`config.mk`:
```
export PLATFORM = sky130hd
export DESIGN_NAME = sonar_ranging_ctrl_flat
export DESIGN_NICKNAME = d
export VERILOG_FILES = /design/src/rtl/sonar_pkg.sv /design/src/rtl/sonar_ranging_ctrl_if.sv /design/src/rtl/sonar_echo_sync.sv /design/src/rtl/sonar_ranging_ctrl.sv /design/src/flat_wrapper.sv
export SDC_FILE = /design/constraint.sdc
export NUM_CORES = 1
export LEC_CHECK = 0
export ABC_AREA = 1
export ABC_CLOCK_PERIOD_IN_PS = 2540
export CORE_MARGIN = 1.5
export CORE_UTILIZATION = 35
export CTS_BUF_LIST = sky130_fd_sc_hd__clkbuf_2 sky130_fd_sc_hd__clkbuf_4 sky130_fd_sc_hd__clkbuf_8
export DETAILED_ROUTE_END_ITERATION = 8
export GPL_ROUTABILITY_DRIVEN = 0
export PLACE_DENSITY = 0.61
export REMOVE_ABC_BUFFERS = 1
export SETUP_SLACK_MARGIN = 0.02
export SYNTH_ARGS = -nofsm -noshare
export SYNTH_HDL_FRONTEND = slang
export SYNTH_HIERARCHICAL = 1
export SYNTH_SLANG_ARGS = --single-unit
```
`constraint.sdc`:
```
create_clock -name clk -period 2.54 [get_ports clk]
set_input_delay 0.254 -clock clk [delete_from_list [all_inputs] [get_ports clk]]
set_output_delay 0.254 -clock clk [all_outputs]
set_load 0.005 [all_outputs]
```
`src/rtl/sonar_pkg.sv`:
```
// ----------------------------------------------------------------------------
// sonar_pkg
// Shared definitions for the ultrasonic ranging path: the sequencer state
// encoding, the timeout distance code, default timing constants (50 MHz clock)
// and a counter-width helper.
// ----------------------------------------------------------------------------
package sonar_pkg;

    // Sequencer states. S_IDLE must stay at zero: it is the reset state.
    typedef enum logic [2:0] {
        S_IDLE      = 3'd0,
        S_TRIG      = 3'd1,
        S_WAIT_ECHO = 3'd2,
        S_MEASURE   = 3'd3,
        S_RESULT    = 3'd4,
        S_HOLDOFF   = 3'd5
    } sonar_state_t;

    localparam int          DIST_W       = 16;
    localparam logic [15:0] DIST_TIMEOUT = 16'hFFFF;

    // Defaults for a 50 MHz clock.
    localparam int DEF_TRIG_CYCLES    = 500;      // 10 us trigger pulse
    localparam int DEF_CYCLES_PER_CM  = 2900;     // echo cycles per cm
    localparam int DEF_ECHO_WAIT_MAX  = 1500000;  // 30 ms echo wait
    localparam int DEF_MAX_CM         = 400;      // largest valid distance
    localparam int DEF_HOLDOFF_CYCLES = 3000000;  // 60 ms between pings

    // Width of a counter that must hold 0..n-1 (at least 1 bit).
    function automatic int cnt_width(input int n);
        return (n < 2) ? 1 : $clog2(n);
    endfunction

endpackage

```
`src/rtl/sonar_ranging_ctrl_if.sv`:
```
// ----------------------------------------------------------------------------
// sonar_ranging_ctrl_if
// Result channel from the ranging sequencer to its consumer.
//   dist_valid : result available (producer)
//   dist_ready : consumer accepts (consumer)
//   dist_cm    : distance in cm, DIST_TIMEOUT when no usable echo (producer)
//   timeout    : 1 = no echo / out of range, qualifies dist_cm (producer)
//   overrun    : 1-cycle pulse, a new result replaced an unaccepted one
//
// Handshake: a transfer happens on every clock edge where dist_valid and
// dist_ready are both 1. While dist_valid is 1 and no transfer has happened,
// dist_cm and timeout do not change, except that the producer may replace an
// unaccepted result with a newer one (flagged by overrun). dist_ready may be
// asserted at any time and does not depend on dist_valid.
// ----------------------------------------------------------------------------
interface sonar_ranging_ctrl_if;
    import sonar_pkg::*;

    logic              dist_valid;
    logic              dist_ready;
    logic [DIST_W-1:0] dist_cm;
    logic              timeout;
    logic              overrun;

    modport master (
        output dist_valid,
        output dist_cm,
        output timeout,
        output overrun,
        input  dist_ready
    );

    modport slave (
        input  dist_valid,
        input  dist_cm,
        input  timeout,
        input  overrun,
        output dist_ready
    );

endinterface

```
`src/rtl/sonar_echo_sync.sv`:
```
// ----------------------------------------------------------------------------
// sonar_echo_sync
// Brings the asynchronous sensor echo into the clk domain through two flops
// and produces single-cycle edge pulses of the synchronized level.
//   clk       in  : system clock
//   reset     in  : asynchronous, active-low
//   echo      in  : raw sensor echo
//   echo_rise out : 1 for the first cycle the synchronized echo is high
//   echo_fall out : 1 for the first cycle the synchronized echo is low
// ----------------------------------------------------------------------------
module sonar_echo_sync
    import sonar_pkg::*;
(
    input  logic clk,
    input  logic reset,
    input  logic echo,
    output logic echo_rise,
    output logic echo_fall
);

    logic meta_q, meta_d;
    logic sync_q, sync_d;
    logic prev_q, prev_d;   // synchronized level one cycle ago, for edge detect

    always_comb begin
        meta_d = echo;
        sync_d = meta_q;
        prev_d = sync_q;
    end

    always_ff @(posedge clk or negedge reset) begin
        if (!reset) begin
            meta_q <= 1'b0;
            sync_q <= 1'b0;
            prev_q <= 1'b0;
        end else begin
            meta_q <= meta_d;
            sync_q <= sync_d;
            prev_q <= prev_d;
        end
    end

    assign echo_rise = sync_q & ~prev_q;
    assign echo_fall = ~sync_q & prev_q;

endmodule

```
`src/rtl/sonar_ranging_ctrl.sv`:
```
// ----------------------------------------------------------------------------
// sonar_ranging_ctrl
// Sequencer for an HC-SR04-style ultrasonic ranger. Fires a trigger pulse on
// request (start) or continuously (auto_en), times the echo pulse with a
// timeout, converts the width to whole cm and offers the result on a
// valid/ready channel.
//   clk       in  : system clock
//   reset     in  : asynchronous, active-low
//   start     in  : single-shot request, only looked at in S_IDLE
//   auto_en   in  : 1 = start a new measurement whenever idle
//   echo      in  : raw (asynchronous) sensor echo
//   trigger   out : sensor trigger pulse
//   busy      out : 1 whenever the sequencer is not idle
//   state_dbg out : current sequencer state
//   dist_if       : result channel (master side)
// ----------------------------------------------------------------------------
module sonar_ranging_ctrl
    import sonar_pkg::*;
#(
    parameter int TRIG_CYCLES    = DEF_TRIG_CYCLES,
    parameter int CYCLES_PER_CM  = DEF_CYCLES_PER_CM,
    parameter int ECHO_WAIT_MAX  = DEF_ECHO_WAIT_MAX,
    parameter int MAX_CM         = DEF_MAX_CM,
    parameter int HOLDOFF_CYCLES = DEF_HOLDOFF_CYCLES
) (
    input  logic                        clk,
    input  logic                        reset,
    input  logic                        start,
    input  logic                        auto_en,
    input  logic                        echo,
    output logic                        trigger,
    output logic                        busy,
    output sonar_state_t                state_dbg,
    sonar_ranging_ctrl_if.master        dist_if
);

    localparam int TRIG_W = cnt_width(TRIG_CYCLES);
    localparam int PRE_W  = cnt_width(CYCLES_PER_CM);
    localparam int WAIT_W = cnt_width(ECHO_WAIT_MAX);
    localparam int HOLD_W = cnt_width(HOLDOFF_CYCLES);

    localparam logic [TRIG_W-1:0] TRIG_LAST = TRIG_W'(TRIG_CYCLES - 1);
    localparam logic [PRE_W-1:0]  PRE_LAST  = PRE_W'(CYCLES_PER_CM - 1);
    localparam logic [WAIT_W-1:0] WAIT_LAST = WAIT_W'(ECHO_WAIT_MAX - 1);
    localparam logic [HOLD_W-1:0] HOLD_LAST = HOLD_W'(HOLDOFF_CYCLES - 1);
    localparam logic [DIST_W-1:0] CM_LIMIT  = DIST_W'(MAX_CM);

    // The rising-edge cycle is itself the first echo-high cycle, so the
    // prescaler is already one count in when MEASURE is entered.
    localparam logic [PRE_W-1:0]  PRE_START = (CYCLES_PER_CM > 1) ? PRE_W'(1) : '0;
    localparam logic [DIST_W-1:0] CM_START  = (CYCLES_PER_CM > 1) ? '0 : DIST_W'(1);

    logic echo_rise, echo_fall;

    sonar_echo_sync u_echo_sync (
        .clk       (clk),
        .reset     (reset),
        .echo      (echo),
        .echo_rise (echo_rise),
        .echo_fall (echo_fall)
    );

    sonar_state_t      state_q,    state_d;
    logic [TRIG_W-1:0] trig_cnt_q, trig_cnt_d;
    logic [WAIT_W-1:0] wait_cnt_q, wait_cnt_d;
    logic [PRE_W-1:0]  pre_q,      pre_d;
    logic [DIST_W-1:0] cm_q,       cm_d;
    logic [HOLD_W-1:0] hold_cnt_q, hold_cnt_d;
    logic              res_to_q,   res_to_d;   // pending result is a timeout
    logic              trigger_q,  trigger_d;
    logic              busy_q,     busy_d;
    logic              valid_q,    valid_d;
    logic [DIST_W-1:0] dist_q,     dist_d;
    logic              to_q,       to_d;
    logic              overrun_q,  overrun_d;

    logic accept;
    assign accept = valid_q & dist_if.dist_ready;

    always_comb begin
        state_d    = state_q;
        trig_cnt_d = trig_cnt_q;
        wait_cnt_d = wait_cnt_q;
        pre_d      = pre_q;
        cm_d       = cm_q;
        hold_cnt_d = hold_cnt_q;
        res_to_d   = res_to_q;
        trigger_d  = trigger_q;
        valid_d    = valid_q;
        dist_d     = dist_q;
        to_d       = to_q;
        overrun_d  = 1'b0;

        if (accept) begin
            valid_d = 1'b0;
        end

        case (state_q)
            S_IDLE: begin
                if (start || auto_en) begin
                    state_d    = S_TRIG;
                    trig_cnt_d = '0;
                    trigger_d  = 1'b1;
                    res_to_d   = 1'b0;
                end
            end

            S_TRIG: begin
                if (trig_cnt_q == TRIG_LAST) begin
                    trigger_d  = 1'b0;
                    state_d    = S_WAIT_ECHO;
                    wait_cnt_d = '0;
                end else begin
                    trig_cnt_d = trig_cnt_q + TRIG_W'(1);
                end
            end

            S_WAIT_ECHO: begin
                // Only a 0->1 transition counts; a level already high on
                // entry never produces echo_rise here.
                if (echo_rise) begin
                    state_d = S_MEASURE;
                    pre_d   = PRE_START;
                    cm_d    = CM_START;
                end else if (wait_cnt_q == WAIT_LAST) begin
                    state_d  = S_RESULT;
                    res_to_d = 1'b1;
                end else begin
                    wait_cnt_d = wait_cnt_q + WAIT_W'(1);
                end
            end

            S_MEASURE: begin
                if (echo_fall) begin
                    state_d  = S_RESULT;
                    res_to_d = 1'b0;
                end else if (pre_q == PRE_LAST) begin
                    pre_d = '0;
                    // Another whole cm would pass the range limit: give up
                    // now instead of waiting for the echo to end.
                    if (cm_q == CM_LIMIT) begin
                        state_d  = S_RESULT;
                        res_to_d = 1'b1;
                    end else begin
                        cm_d = cm_q + DIST_W'(1);
                    end
                end else begin
                    pre_d = pre_q + PRE_W'(1);
                end
            end

            S_RESULT: begin
                // A new load overrides a same-cycle acceptance.
                dist_d     = res_to_q ? DIST_TIMEOUT : cm_q;
                to_d       = res_to_q;
                valid_d    = 1'b1;
                overrun_d  = valid_q & ~dist_if.dist_ready;
                state_d    = S_HOLDOFF;
                hold_cnt_d = '0;
            end

            S_HOLDOFF: begin
                if (hold_cnt_q == HOLD_LAST) begin
                    state_d = S_IDLE;
                end else begin
                    hold_cnt_d = hold_cnt_q + HOLD_W'(1);
                end
            end

            default: begin
                state_d   = S_IDLE;
                trigger_d = 1'b0;
            end
        endcase

        busy_d = (state_d != S_IDLE);
    end

    always_ff @(posedge clk or negedge reset) begin
        if (!reset) begin
            state_q    <= S_IDLE;
            trig_cnt_q <= '0;
            wait_cnt_q <= '0;
            pre_q      <= '0;
            cm_q       <= '0;
            hold_cnt_q <= '0;
            res_to_q   <= 1'b0;
            trigger_q  <= 1'b0;
            busy_q     <= 1'b0;
            valid_q    <= 1'b0;
            dist_q     <= '0;
            to_q       <= 1'b0;
            overrun_q  <= 1'b0;
        end else begin
            state_q    <= state_d;
            trig_cnt_q <= trig_cnt_d;
            wait_cnt_q <= wait_cnt_d;
            pre_q      <= pre_d;
            cm_q       <= cm_d;
            hold_cnt_q <= hold_cnt_d;
            res_to_q   <= res_to_d;
            trigger_q  <= trigger_d;
            busy_q     <= busy_d;
            valid_q    <= valid_d;
            dist_q     <= dist_d;
            to_q       <= to_d;
            overrun_q  <= overrun_d;
        end
    end

    assign trigger            = trigger_q;
    assign busy               = busy_q;
    assign state_dbg          = state_q;
    assign dist_if.dist_valid = valid_q;
    assign dist_if.dist_cm    = dist_q;
    assign dist_if.timeout    = to_q;
    assign dist_if.overrun    = overrun_q;

endmodule

```
`src/flat_wrapper.sv`:
```
// flat-port wrapper written by rule: the top's interface ports become plain ports
module sonar_ranging_ctrl_flat import sonar_pkg::*;
#(
    parameter int TRIG_CYCLES    = DEF_TRIG_CYCLES,
    parameter int CYCLES_PER_CM  = DEF_CYCLES_PER_CM,
    parameter int ECHO_WAIT_MAX  = DEF_ECHO_WAIT_MAX,
    parameter int MAX_CM         = DEF_MAX_CM,
    parameter int HOLDOFF_CYCLES = DEF_HOLDOFF_CYCLES
)
  (clk, reset, start, auto_en, echo, trigger, busy, state_dbg, dist_if_dist_valid, dist_if_dist_cm, dist_if_timeout, dist_if_overrun, dist_if_dist_ready);
  sonar_ranging_ctrl_if dist_if_i ();
  input  logic clk;
  input  logic reset;
  input  logic start;
  input  logic auto_en;
  input  logic echo;
  output logic trigger;
  output logic busy;
  output sonar_state_t state_dbg;
  output wire logic [$bits(dist_if_i.dist_valid)-1:0] dist_if_dist_valid;
  output wire logic [$bits(dist_if_i.dist_cm)-1:0] dist_if_dist_cm;
  output wire logic [$bits(dist_if_i.timeout)-1:0] dist_if_timeout;
  output wire logic [$bits(dist_if_i.overrun)-1:0] dist_if_overrun;
  input wire logic [$bits(dist_if_i.dist_ready)-1:0] dist_if_dist_ready;
  assign dist_if_dist_valid = dist_if_i.dist_valid;
  assign dist_if_dist_cm = dist_if_i.dist_cm;
  assign dist_if_timeout = dist_if_i.timeout;
  assign dist_if_overrun = dist_if_i.overrun;
  assign dist_if_i.dist_ready = dist_if_dist_ready;
  sonar_ranging_ctrl #(.TRIG_CYCLES(TRIG_CYCLES), .CYCLES_PER_CM(CYCLES_PER_CM), .ECHO_WAIT_MAX(ECHO_WAIT_MAX), .MAX_CM(MAX_CM), .HOLDOFF_CYCLES(HOLDOFF_CYCLES)) u_core (.clk(clk), .reset(reset), .start(start), .auto_en(auto_en), .echo(echo), .trigger(trigger), .busy(busy), .state_dbg(state_dbg), .dist_if(dist_if_i));
endmodule
```
==> results.sh <==
export IMPL_status="complete, no violations"
export IMPL_cpMostUsedCell="nand2_1"
export IMPL_fin_total_pwr_mw=3.08
export IMPL_startpoint="u_core/hold_cnt_q[0]"
export IMPL_clk_pin_slew_worst_paths_ns=0.11
export IMPL_finalClockSkew_ns=0.0105
export IMPL_cts_made_buffers=9
export IMPL_cp_max_fo=33
export IMPL_cap_violations=0
export IMPL_wl_mm=14.4
export IMPL_ys_flop_type="dfrtp_1"
export IMPL_critPathCapture="u_core/busy"
export IMPL_synthCells=839
export IMPL_cts_sinks=108
export IMPL_post_place_ws_ns=0.378
export IMPL_crit_chain="ha_1 > inv_1 > nor3_2 > nand3_1 > nand2_1 > nand2_2 > nor2_1 > nand2_1 > nand2_1 > nand3_1"
export IMPL_setup_tns_ns=0
export IMPL_clk_path_buf_depth=2
export IMPL_avgViaCountPerCell=4.88
export IMPL_reg2reg_to="u_core/busy"
export IMPL_antenna_found_initial=0
export IMPL_yosysSeqAreaShare=0.440
export IMPL_drc_errors=0
export IMPL_start_util=0.356
export IMPL_synth_edf_count=0
export IMPL_critPathMaxStageDelay_ns=0.44
export IMPL_async_reset_ff_frac=1.00
export IMPL_peakVddDrop_mv=0.272
export IMPL_max_slew_margin=0.606
export IMPL_clkLatencyLatePin_ns=0.39
export IMPL_end_kind="flop"
export IMPL_finalInstanceArea_um2=6970
export IMPL_grt_max_degree=42
export IMPL_reg2reg_depth=10
export IMPL_grt_overflow=0
export IMPL_cts_tree="done"
export IMPL_drive_above_1_share=0.0664
export IMPL_final_common_cell="nand2_1"
export IMPL_syn_area_um2=6140
export IMPL_cp_arrival_ns=2.45
export IMPL_rsz0062_at_grt="false"
export IMPL_tightestPinTransition_ns=0.585
export IMPL_area_delta_synth_final_pct=13.6
export IMPL_max_freq_mhz=462
export IMPL_grt_pass1_wl_mm=24.8
export IMPL_first_pass_iters=4
export IMPL_reg2reg_from="u_core/hold_cnt_q[0]"
export IMPL_nNetsFinal=898
export IMPL_min_period_ns=2.17
export IMPL_cts_setup_buffers=0
export IMPL_rrSetupSlack_ns=0.37
export IMPL_rows=48
export IMPL_wl_per_cell_um=13.0
export IMPL_dpl_hpwl_mm=10.7
export IMPL_coreArea_um2=17200
export IMPL_power_density_nw_per_um2=441
export IMPL_numPortBuffers=29
export IMPL_cts_hold_buf=1
export IMPL_vias=5433
export IMPL_final_cell_mix="nand2_1 (186), nor2_1 (122), dfrtp_1 (108)"
export IMPL_setup_viol=0
export IMPL_setup_ws_ns=0.374
export IMPL_placed_area_um2=6780
export IMPL_ant_nets=0
export IMPL_die_h_um=135
export IMPL_crit_required_ns=2.82
export IMPL_synth_cell_types=36
export IMPL_grt_usage=0.169
export IMPL_cts_root_buf="clkbuf_8"
export IMPL_p_leak_nw=3.01
export IMPL_hold_viol=0
export IMPL_htreeDepth=3
export IMPL_min_path_type="in -> reg"
export IMPL_io_pins=30
export IMPL_cts_repair_resized=0
export IMPL_post_route_period_util=0.853
export IMPL_die_area_um2=18300
export IMPL_syn_area_per_cell_um2=7.31
export IMPL_critPathKind="reg -> reg"
export IMPL_yosysWarnings=6
export IMPL_drtIter0Drc=347
export IMPL_die_w_um=135
export IMPL_ys_seq_elements=108
export IMPL_critical_path_slowest_cell="dfrtp_1"
export IMPL_antenna_cells=0
export IMPL_start_kind="flop"
export IMPL_grt_pass1_vias=5214
export IMPL_finalMaxSlewViolations=0
[kinds of logic (layout without fill, tap and decap cells)]
group,count (synthesis),count (layout),synth area share
compound gates,114,114,0.105
xor+xnor,22,22,0.0314
fa+ha+maj,8,8,0.0163
buf+inv,121,171,0.0783
flops,108,108,0.440
simple gates,466,466,0.328
[worst max-delay path, delay by kind of cell (launching register included)]
kind          cells  cell delay (ns)
fa+ha+maj         1             0.26
simple gates      8             1.29
flops             1             0.44
buf+inv           1             0.07
[power breakdown]
part	leakage (nW)	internal, mW	switching [mW]
Clock	0.0950	0.394	0.620
Combinational	1.44	0.0859	0.149
Sequential	1.48	1.78	0.0524
[registers in the layout, summed over array words and instances (netlist names), 3 cells and up]
register,cells
u_core/cm_q,16
u_core/dist_if.dist_cm,16
u_core/hold_cnt_q,22
u_core/pre_q,12
u_core/state_dbg,3
u_core/trig_cnt_q,9
u_core/wait_cnt_q,21
[metrics by stage]
| step | utilization | hold slack, ns | cells |
|---|---|---|---|
| detailed placement | 0.393 | 0.282 | 1097 |
| global placement | 0.393 | 0.283 | 1097 |
| finish | 0.405 | 0.313 | 1114 |
| global route | 0.405 | 0.279 | 1114 |
| CTS | 0.405 | 0.298 | 1114 |
| floorplan | - | -0.0416 | 824 |
[worst min path at each step]
stage	slack (ns)	from	cells past startpoint	to
floorplan	-0.04	reset	0	u_core/busy
global placement	0.28	reset	1	u_core/wait_cnt_q[7]
detailed placement	0.28	reset	1	u_core/wait_cnt_q[7]
CTS	0.30	echo	1	u_core/u_echo_sync/meta_q
global route	0.28	echo	1	u_core/u_echo_sync/meta_q
finish	0.31	echo	1	u_core/u_echo_sync/meta_q
[cell type report]
type                    instances  area, µm²
repair buffers                 49        453
fillers                      1795      10300
multi-input cells             610       2950
clock inverters                 6       46.3
inverters                     106        398
clock buffers                  10        138
flip-flops and latches        108       2700
well taps                     225        282
[Yosys cell counts, types with 2 or more instances]
| cell type | instances | area [µm²] |
|---|---|---|
| a211oi_1 | 2 | 15.0 |
| a21oi_1 | 33 | 165 |
| buf_2 | 9 | 45.0 |
| buf_6 | 2 | 22.5 |
| clkbuf_1 | 3 | 11.3 |
| clkinv_1 | 2 | 7.51 |
| dfrtp_1 | 108 | 2700 |
| ha_1 | 8 | 100 |
| inv_1 | 101 | 379 |
| inv_2 | 3 | 11.3 |
| nand2_1 | 186 | 698 |
| nand2_2 | 4 | 25.0 |
| nand3_1 | 87 | 435 |
| nand4_1 | 24 | 150 |
| nor2_1 | 122 | 458 |
| nor2_4 | 2 | 22.5 |
| nor3_1 | 31 | 155 |
| nor3_2 | 2 | 20.0 |
| nor4_1 | 2 | 12.5 |
| o21a_1 | 3 | 22.5 |
| o21ai_0 | 51 | 255 |
| o21ai_1 | 2 | 10.0 |
| o21ai_2 | 7 | 61.3 |
| o22ai_1 | 5 | 31.3 |
| o31ai_1 | 7 | 52.6 |
| or2_2 | 3 | 18.8 |
| xnor2_1 | 2 | 17.5 |
| xor2_1 | 20 | 175 |
[routing by layer]
metal  wire (µm)  global-route usage  vias to the layer above
met5           0                   0                        -
met2        6810               0.276                       56
li1            -                   -                     2822
met4         191              0.0388                        0
met3         414              0.0385                       11
met1        7030               0.228                     2544
Note: power is estimated with default switching activity, not from simulation.
